File: src/rtl/imem_arbiter_pkg.sv
// imem_arbiter_pkg: shared widths and owner-state encodings for the program
// memory arbiter, PC and IR blocks.
`default_nettype none

package imem_arbiter_pkg;

    localparam int C_AW = 8;
    localparam int C_DW = 12;

    typedef enum logic [1:0] {
        ST_IDLE  = 2'd0,
        ST_FETCH = 2'd1,
        ST_HOST  = 2'd2
    } owner_e;

endpackage

`default_nettype wire

File: src/rtl/imem_burst_guard.sv
// imem_burst_guard: counts consecutive host grants while a fetch waits and
// forces a fetch grant once MAX_HOST_BURST is reached.
`default_nettype none

module imem_burst_guard #(
    parameter int MAX_HOST_BURST = 4
) (
    input  logic clk,
    input  logic rst_n,
    input  logic i_fetch_req,
    input  logic i_fetch_gnt,
    input  logic i_host_gnt,
    output logic o_force_fetch
);

    localparam logic [3:0] C_MAX = 4'(MAX_HOST_BURST);

    logic [3:0] r_bcnt;
    logic [3:0] w_bcnt_next;

    always_comb begin
        w_bcnt_next = r_bcnt;
        if (!i_fetch_req || i_fetch_gnt) begin
            w_bcnt_next = 4'd0;
        end else if (i_host_gnt && (r_bcnt != C_MAX)) begin
            w_bcnt_next = r_bcnt + 4'd1;
        end
    end

    always_ff @(posedge clk or negedge rst_n) begin
        if (!rst_n) begin
            r_bcnt <= 4'd0;
        end else begin
            r_bcnt <= w_bcnt_next;
        end
    end

    assign o_force_fetch = i_fetch_req && (r_bcnt == C_MAX);

endmodule

`default_nettype wire

File: src/rtl/imem_arbiter.sv
// imem_arbiter: shares the single-port program RAM between instruction fetch
// and a host loader port; host has priority, bounded by the burst guard.
`default_nettype none

module imem_arbiter
    import imem_arbiter_pkg::*;
#(
    parameter int AW             = C_AW,
    parameter int DW             = C_DW,
    parameter int MAX_HOST_BURST = 4
) (
    input  logic          CLK,
    input  logic          CLB,
    input  logic          fetch_req,
    input  logic [AW-1:0] fetch_addr,
    output logic          fetch_gnt,
    output logic          fetch_rvalid,
    output logic [DW-1:0] fetch_rdata,
    input  logic          host_req,
    input  logic          host_we,
    input  logic [AW-1:0] host_addr,
    input  logic [DW-1:0] host_wdata,
    output logic          host_gnt,
    output logic          host_rvalid,
    output logic [DW-1:0] host_rdata,
    output logic          mem_en,
    output logic          mem_we,
    output logic [AW-1:0] mem_addr,
    output logic [DW-1:0] mem_wdata,
    input  logic [DW-1:0] mem_rdata,
    output logic          core_stall
);

    owner_e r_state;
    owner_e w_state_next;
    logic   w_force_fetch;
    logic   w_host_gnt;
    logic   w_fetch_gnt;

    imem_burst_guard #(
        .MAX_HOST_BURST (MAX_HOST_BURST)
    ) u_burst_guard (
        .clk           (CLK),
        .rst_n         (CLB),
        .i_fetch_req   (fetch_req),
        .i_fetch_gnt   (w_fetch_gnt),
        .i_host_gnt    (w_host_gnt),
        .o_force_fetch (w_force_fetch)
    );

    // Grants are masked while CLB is low so every output reads 0 in reset.
    assign w_host_gnt  = CLB && host_req && !w_force_fetch;
    assign w_fetch_gnt = CLB && fetch_req && !w_host_gnt;

    assign host_gnt   = w_host_gnt;
    assign fetch_gnt  = w_fetch_gnt;
    assign core_stall = CLB && fetch_req && !w_fetch_gnt;

    always_comb begin
        mem_en    = 1'b0;
        mem_we    = 1'b0;
        mem_addr  = '0;
        mem_wdata = '0;
        if (w_host_gnt) begin
            mem_en    = 1'b1;
            mem_we    = host_we;
            mem_addr  = host_addr;
            mem_wdata = host_wdata;
        end else if (w_fetch_gnt) begin
            mem_en   = 1'b1;
            mem_addr = fetch_addr;
        end
    end

    always_comb begin
        w_state_next = ST_IDLE;
        if (w_fetch_gnt) begin
            w_state_next = ST_FETCH;
        end else if (w_host_gnt && !host_we) begin
            w_state_next = ST_HOST;
        end
    end

    always_ff @(posedge CLK or negedge CLB) begin
        if (!CLB) begin
            r_state <= ST_IDLE;
        end else begin
            r_state <= w_state_next;
        end
    end

    assign fetch_rvalid = (r_state == ST_FETCH);
    assign host_rvalid  = (r_state == ST_HOST);
    assign fetch_rdata  = fetch_rvalid ? mem_rdata : '0;
    assign host_rdata   = host_rvalid  ? mem_rdata : '0;

endmodule

`default_nettype wire

File: config.mk
export PLATFORM = sky130hd
export DESIGN_NAME = imem_arbiter
export DESIGN_NICKNAME = d
export VERILOG_FILES = /design/src/rtl/imem_arbiter_pkg.sv /design/src/rtl/imem_burst_guard.sv /design/src/rtl/imem_arbiter.sv
export SDC_FILE = /design/constraint.sdc
export NUM_CORES = 1
export LEC_CHECK = 0
export CORE_ASPECT_RATIO = 0.75
export CORE_MARGIN = 1
export CORE_UTILIZATION = 22
export CTS_CLUSTER_DIAMETER = 200
export DETAILED_ROUTE_END_ITERATION = 7
export PLACE_DENSITY = 0.84
export SLEW_MARGIN = 15
export SYNTH_ARGS = -nofsm -noshare
export SYNTH_HDL_FRONTEND = slang
export SYNTH_SLANG_ARGS = --single-unit
export TNS_END_PERCENT = 100
File: constraint.sdc
create_clock -name CLK -period 1.6 [get_ports CLK]
set_input_delay 0.32 -clock CLK [delete_from_list [all_inputs] [get_ports CLK]]
set_output_delay 0.32 -clock CLK [all_outputs]
set_load 0.1 [all_outputs]
==> summary.md, run 1 <==
| Metric | Value |
|---|---|
| Critical path fanouts, max | `6` |
| Placement Cell Area | `0.00247 sq mm` |
| IO buf count | `95` |
| Clock root cell | `clkbuf_8` |
| Power consumption | `1.32 mW` |
| CP Capture Type | `output port` |
| Failing checks | `setup timing` |
| Yosys cell types | `24` |
| Layout Skew | `0.00179 ns` |
| Largest net degree at the start of global routing | `26` |
| Asr flop ratio synth | `100%` |
| Comb power frac | `68.9%` |
| Vias in the first global route | `1196` |
| H-tree Lvls | `1` |
| Final TNS setup | `-15.46 ns` |
| Placed cells | `229` |
| Diode count | `0` |
| Average size of a mapped cell | `8.02 sq um` |
| EDFF count, synth | `0` |
| Via count | `1200` |
| Hold slack | `0.312 ns` |
| Crit path launch type | `flop` |
| Core Area | `0.00298 sq mm` |
| Post-Synth XOR/XNOR Area | `0%` |
| FF-to-FF Start | `u_burst_guard.r_bcnt[0]` |
| DRC | `0` |
| Routability Congestion | `0.746` |
| Main flop type after synthesis | `dfrtp_1` |
| FMAX | `0.448 GHz` |
| P_leak | `1.19 nW` |
| Clock Latency Late Sink | `0.23 ns` |
| Largest family of logic cells by synthesized area | `simple AND/OR/NAND/NOR gates` |
| Worst-margin pin slew | `0.297 ns` |
| DRT Pass-1 Iters | `4` |
| Initial antenna violation count | `0` |
| Synth Net Count | `134` |
| Fillers | `106` |
| CTS tree | `yes` |
| Die width | `67.1 microns` |
| WP data required | `1.28 ns` |
| Final net count | `255` |
| GRT Util Overall | `22.7%` |
| Adder-Cell Fraction of Synth Area | `3.58%` |
| Clock buffer depth | `2` |
| Psw | `0.600 mW` |
| Max IR drop VDD | `0.368 mV` |
| Warning count from the yosys run | `0` |
| Sw Ratio | `45.4%` |
| Final min period | `2.23 ns` |
| Synth area leaders | `and2_1 34%, dfrtp_1 22%, a22o_1 10%, nor2b_1 5.4%, ha_1 3.6%` |
| Area Growth Syn to Fin | `287%` |
| Synth area leader | `and2_1` |
| Io pins | `96` |
| Most numerous cell in the Yosys netlist | `and2_1` |
| CTS sink count | `6` |
| Setup violations, final | `50` |
| Final WL | `4670 microns` |
| Clock network power share | `18.8%` |
| Setup Crit Path Kind | `reg2out` |
| Worst endpoint data arrival time | `1.91 ns` |
| Worst slack, placed | `-0.387 ns` |
| Die height | `50.8 microns` |
| Final Cycle Share | `139%` |
| Yosys top cell area share | `34.1%` |
| Initial core utilization | `23.4%` |
| Sequential fraction of the synthesis area | `21.5%` |
| Crit path from | `u_burst_guard.r_bcnt[0]` |
| Synth Instances | `87` |
| Core Util, Final | `90.8%` |
| DR iter-0 viols | `35` |
| WL/cell | `19.1 microns` |
| RSZ-0062 raised after global routing | `yes` |
| Grt total ovfl | `0` |
| Final Non-Filler Cells | `244` |
| Seq pwr share | `12.2%` |
| Final HPWL DP | `2960 microns` |
| Clock transition at path regs | `0.04 ns` |
| Synth Register Bits | `6` |
| Post-synthesis mux area share | `0%` |
| First-pass GRT wire length | `5670 microns` |
| Layout cells sized above 1 | `67.5%` |
| # rows | `17` |
| ANT nets after route | `0` |
| Hold Crit Class | `in2async` |
| Pint | `0.721 mW` |
| Status | `finished, violations left` |
| Power Density | `488 mW/mm^2` |
| Die ar. | `0.00341 sq mm` |
| Post-synth top cells | `38 x and2_1, 8 x a22o_1, 6 x dfrtp_1, 6 x nor2b_1, 3 x nand2_1` |
| Maximum Capacitance Violations | `0` |
| Final worst slack | `-0.632 ns` |
| Fin area | `0.00271 sq mm` |
| Simple-Gate Fraction of Synth Area | `48.6%` |
| Routed vias/inst | `4.92` |
| Cts bufs inserted | `3` |
| Slew headroom | `80.2%` |
| Slew Viols, Final | `0` |
| Synth Cell Area | `698 sq um` |
| Final Hold Violating Endpoints | `0` |
| Synth Area in Compound Gates | `20.3%` |
## final timing paths
path                                                 to  slack, ns  cells after the start
worst min register to register  u_burst_guard.r_bcnt[3]       0.78                      3
worst max-delay path                      mem_wdata[10]      -0.63                      8
worst min-delay path            u_burst_guard.r_bcnt[0]       0.31                      3
max in group asynchronous                    r_state[0]       1.14                      3
min in group CLK                u_burst_guard.r_bcnt[1]       0.76                      3
worst max register to register  u_burst_guard.r_bcnt[0]      -0.19                      8
## power by group through the flow
stage / registers [mW] / logic (mW) / clock network (mW)
floorplan: 0.161 / 0.482 / 0
global placement: 0.160 / 0.841 / 0
detailed placement: 0.161 / 0.856 / 0
CTS: 0.160 / 0.870 / 0.232
global route: 0.161 / 0.932 / 0.261
finish: 0.161 / 0.911 / 0.249
## critical path, cell delays in order (launching register included)
cell and delay [ns]:
dfrtp_1 0.41, inv_2 0.08, ha_4 0.16, nor2b_4 0.14
a31oi_4 0.26, buf_4 0.17, clkbuf_16 0.13, and2_4 0.15
buf_12 0.17
## cell usage in the layout, fill, tap and decap left out, types with 3 or more instances in the layout
cell             count
dlygate4sd2_1        3
buf_4               15
nor2b_1              4
buf_6                7
and2_2               6
nor2b_4              3
a22o_4               8
clkbuf_8             3
dfrtp_1              6
buf_12              53
clkdlybuf4s50_1     41
and2_4              32
## cell families (layout without fill, tap and decap cells)
group,Yosys count,count (layout)
and+or+nand+nor,55,55
adders and majority gates,2,2
AOI/OAI and AO/OA,17,17
DFF,6,6
buffers and inverters,7,126
## what timing repair did
| item | CTS | global route |
|---|---|---|
| setup endpoints to repair | 45 | 46 |
| pin swaps | 2 | 16 |
| setup buffers | 3 | 5 |
| cloned | 1 | 3 |
| gates resized for setup | 13 | 10 |
| hold buffers | 0 | 0 |
## cell type report
cell class | count | area, sq um | area share [%]
repair buffers | 121 | 1740 | 64.3
multi-input cells | 74 | 719 | 26.6
flip-flops and latches | 6 | 150 | 5.55
well taps | 38 | 47.5 | 1.76
clock buffers | 3 | 41.3 | 1.53
inverters | 2 | 7.51 | 0.278
## state kept, by name (all words and copies together) (netlist names)
| name | flops |
|---|---|
| u_burst_guard.r_bcnt | 4 |
| r_state | 2 |
## layer usage
layer  routed length [microns]  track usage (%)  vias up  share of wire [%]
met5                         0                0        -                  0
met4                        97             6.74        0                2.1
met3                       490             6.82       11                 10
met2                      2480             42.8       96                 53
met1                      1600             23.6      569                 34
li1                          -                -      524                  -
Power figures use the tool's default switching activity.
==> run 2, diff against run 1 <==
Settings changed: ABC_AREA set to 0, HOLD_SLACK_MARGIN set to 0.02.
==> results of run 2 <==
Same layout as run 1: the final DEF is identical, and so are final timing and power.
==> run 3, diff against run 2 <==
Settings changed: CAP_MARGIN set to 5, CORE_MARGIN 1 to 2.
==> run 3 against run 2 <==
Net effect:
- the run still ends with setup timing left
- sequential cell count stayed put
- critical path type unchanged
- largest cell class unchanged
- combinational power is 2% lower
- via count is 6.1% lower
- critical endpoint is now mem_addr[6]
- hold slack better by 0.047 ns
- largest power group unchanged
- non-clock buffer count is 1 lower
==> summary.md, run 3 (same netlist as run 1, synthesis figures left out) <==
| Metric | Value |
|---|---|
| Power Density | `483 mW/mm^2` |
| Diode count | `0` |
| DRC | `0` |
| Cts bufs inserted | `3` |
| Final HPWL DP | `3000 microns` |
| Die ar. | `0.00364 sq mm` |
| Reg2reg setup slack | `0.03 ns` |
| Critical path fanouts, max | `21` |
| RSZ-0062 raised after global routing | `yes` |
| DRT Pass-1 Iters | `4` |
| Most frequent cells in the layout | `53 x buf_12, 41 x clkdlybuf4s50_1, 38 x and2_4` |
| Grt total ovfl | `0` |
| CP Capture Type | `output port` |
| Max IR drop VDD | `0.392 mV` |
| Initial antenna violation count | `0` |
| First-pass GRT wire length | `5960 microns` |
| Commonest non-fill, non-tap cell in the layout | `buf_12` |
| Layout cells sized above 1 | `66.3%` |
| Final net count | `254` |
| Clock Latency Late Sink | `0.22 ns` |
| Crit path launch type | `flop` |
| Largest net degree at the start of global routing | `22` |
| Final Hold Violating Endpoints | `0` |
| DR iter-0 viols | `11` |
| Failing checks | `setup timing` |
| # rows | `17` |
| Worst-margin pin slew | `0.312 ns` |
| WL/cell | `17.3 microns` |
| H-tree Lvls | `1` |
| Area Growth Syn to Fin | `282%` |
| Via count | `1127` |
| GRT Util Overall | `21.6%` |
| Routability Congestion | `0.728` |
| Setup Crit Path Kind | `reg2out` |
| FMAX | `0.470 GHz` |
| Vias in the first global route | `1137` |
| Io pins | `96` |
| P_leak | `1.17 nW` |
| Max FFs per register | `4` |
| Clock transition at path regs | `0.04 ns` |
| Core Area | `0.00298 sq mm` |
| Setup violations, final | `24` |
| ANT nets after route | `0` |
| Final Cycle Share | `133%` |
| Die width | `69.1 microns` |
| Clock buffer depth | `2` |
| Worst endpoint data arrival time | `1.81 ns` |
| Final worst slack | `-0.527 ns` |
| Hold Crit Class | `in2async` |
| Biggest regs | `u_burst_guard.r_bcnt: 4 flops, r_state: 2 flops` |
| Die height | `52.8 microns` |
| CTS sink count | `6` |
| Maximum Capacitance Violations | `0` |
| CTS tree | `yes` |
| Power consumption | `1.29 mW` |
| Final min period | `2.13 ns` |
| WP data required | `1.28 ns` |
| Routed vias/inst | `4.64` |
| Slew Viols, Final | `0` |
| Initial core utilization | `23.4%` |
| Final TNS setup | `-11.06 ns` |
| Status | `finished, violations left` |
| IO buf count | `95` |
| Slew headroom | `79.2%` |
| Final WL | `4190 microns` |
| Largest register by flop count | `u_burst_guard.r_bcnt` |
| Clock root cell | `clkbuf_8` |
| Layout Skew | `0.00230 ns` |
| Hold_buf cts | `0` |
==> run 3: per-stage QoR <==
step | util [%] | hold WS [ns] | area (sq um) | setup slack, ns | instances
CTS | 87.1 | 0.363 | 2590 | -0.486 | 238
floorplan | - | 0.0244 | 900 | -0.709 | 87
detailed placement | 83.4 | 0.725 | 2480 | -0.360 | 230
global route | 89.5 | 0.398 | 2670 | -0.584 | 243
finish | 89.5 | 0.360 | 2670 | -0.527 | 243
global placement | 83.4 | 0.660 | 2480 | -0.329 | 230
==> run 3: path summary, 6_finish.rpt <==
check,endpoint,startpoint,depth (start not counted)
max,mem_addr[6],u_burst_guard.r_bcnt[0],7
min,u_burst_guard.r_bcnt[1],CLB,4
max reg2reg,u_burst_guard.r_bcnt[0],u_burst_guard.r_bcnt[0],7
min reg2reg,u_burst_guard.r_bcnt[3],u_burst_guard.r_bcnt[3],3
max in group asynchronous,u_burst_guard.r_bcnt[3],CLB,4
min in group CLK,r_state[0],host_req,4
==> run 3: critical path, stage by stage, from the launching register on <==
cell and delay, ns:
dfrtp_1 0.39, inv_2 0.09, ha_4 0.13, nor2b_4 0.20
a31oi_4 0.14, buf_12 0.20, a22o_4 0.27, buf_12 0.16
==> run 3: metal layers <==
layer	share of wire, %	vias to the layer above	global-route usage (%)
li1	-	527	-
met1	38	520	24.7
met2	51	73	38.0
met3	9.7	7	8.65
met4	1.3	0	5.88
met5	0	-	0
==> run 3: what timing repair did <==
item,CTS,global route
buffers inserted,5,3
cloned,0,2
gates resized for setup,12,16
pin swaps,1,6
endpoints found under the setup margin,31,40
==> run 3: cell type report <==
class                           count  area (sq um)
Clock buffer                        3          41.3
Timing Repair Buffer              120          1700
Sequential cell                     6           150
Inverter                            2          7.51
Fill cell                         112           312
Multi-Input combinational cell     74           719
Tap cell                           38          47.5
==> run 3: power by group <==
part / internal (mW) / leakage, nW / switching, mW / total [mW]
registers: 0.157 / 0.0821 / 0.00378 / 0.160
logic: 0.395 / 1.07 / 0.501 / 0.896
clock network: 0.162 / 0.0216 / 0.0695 / 0.231
total: 0.714 / 1.17 / 0.575 / 1.29
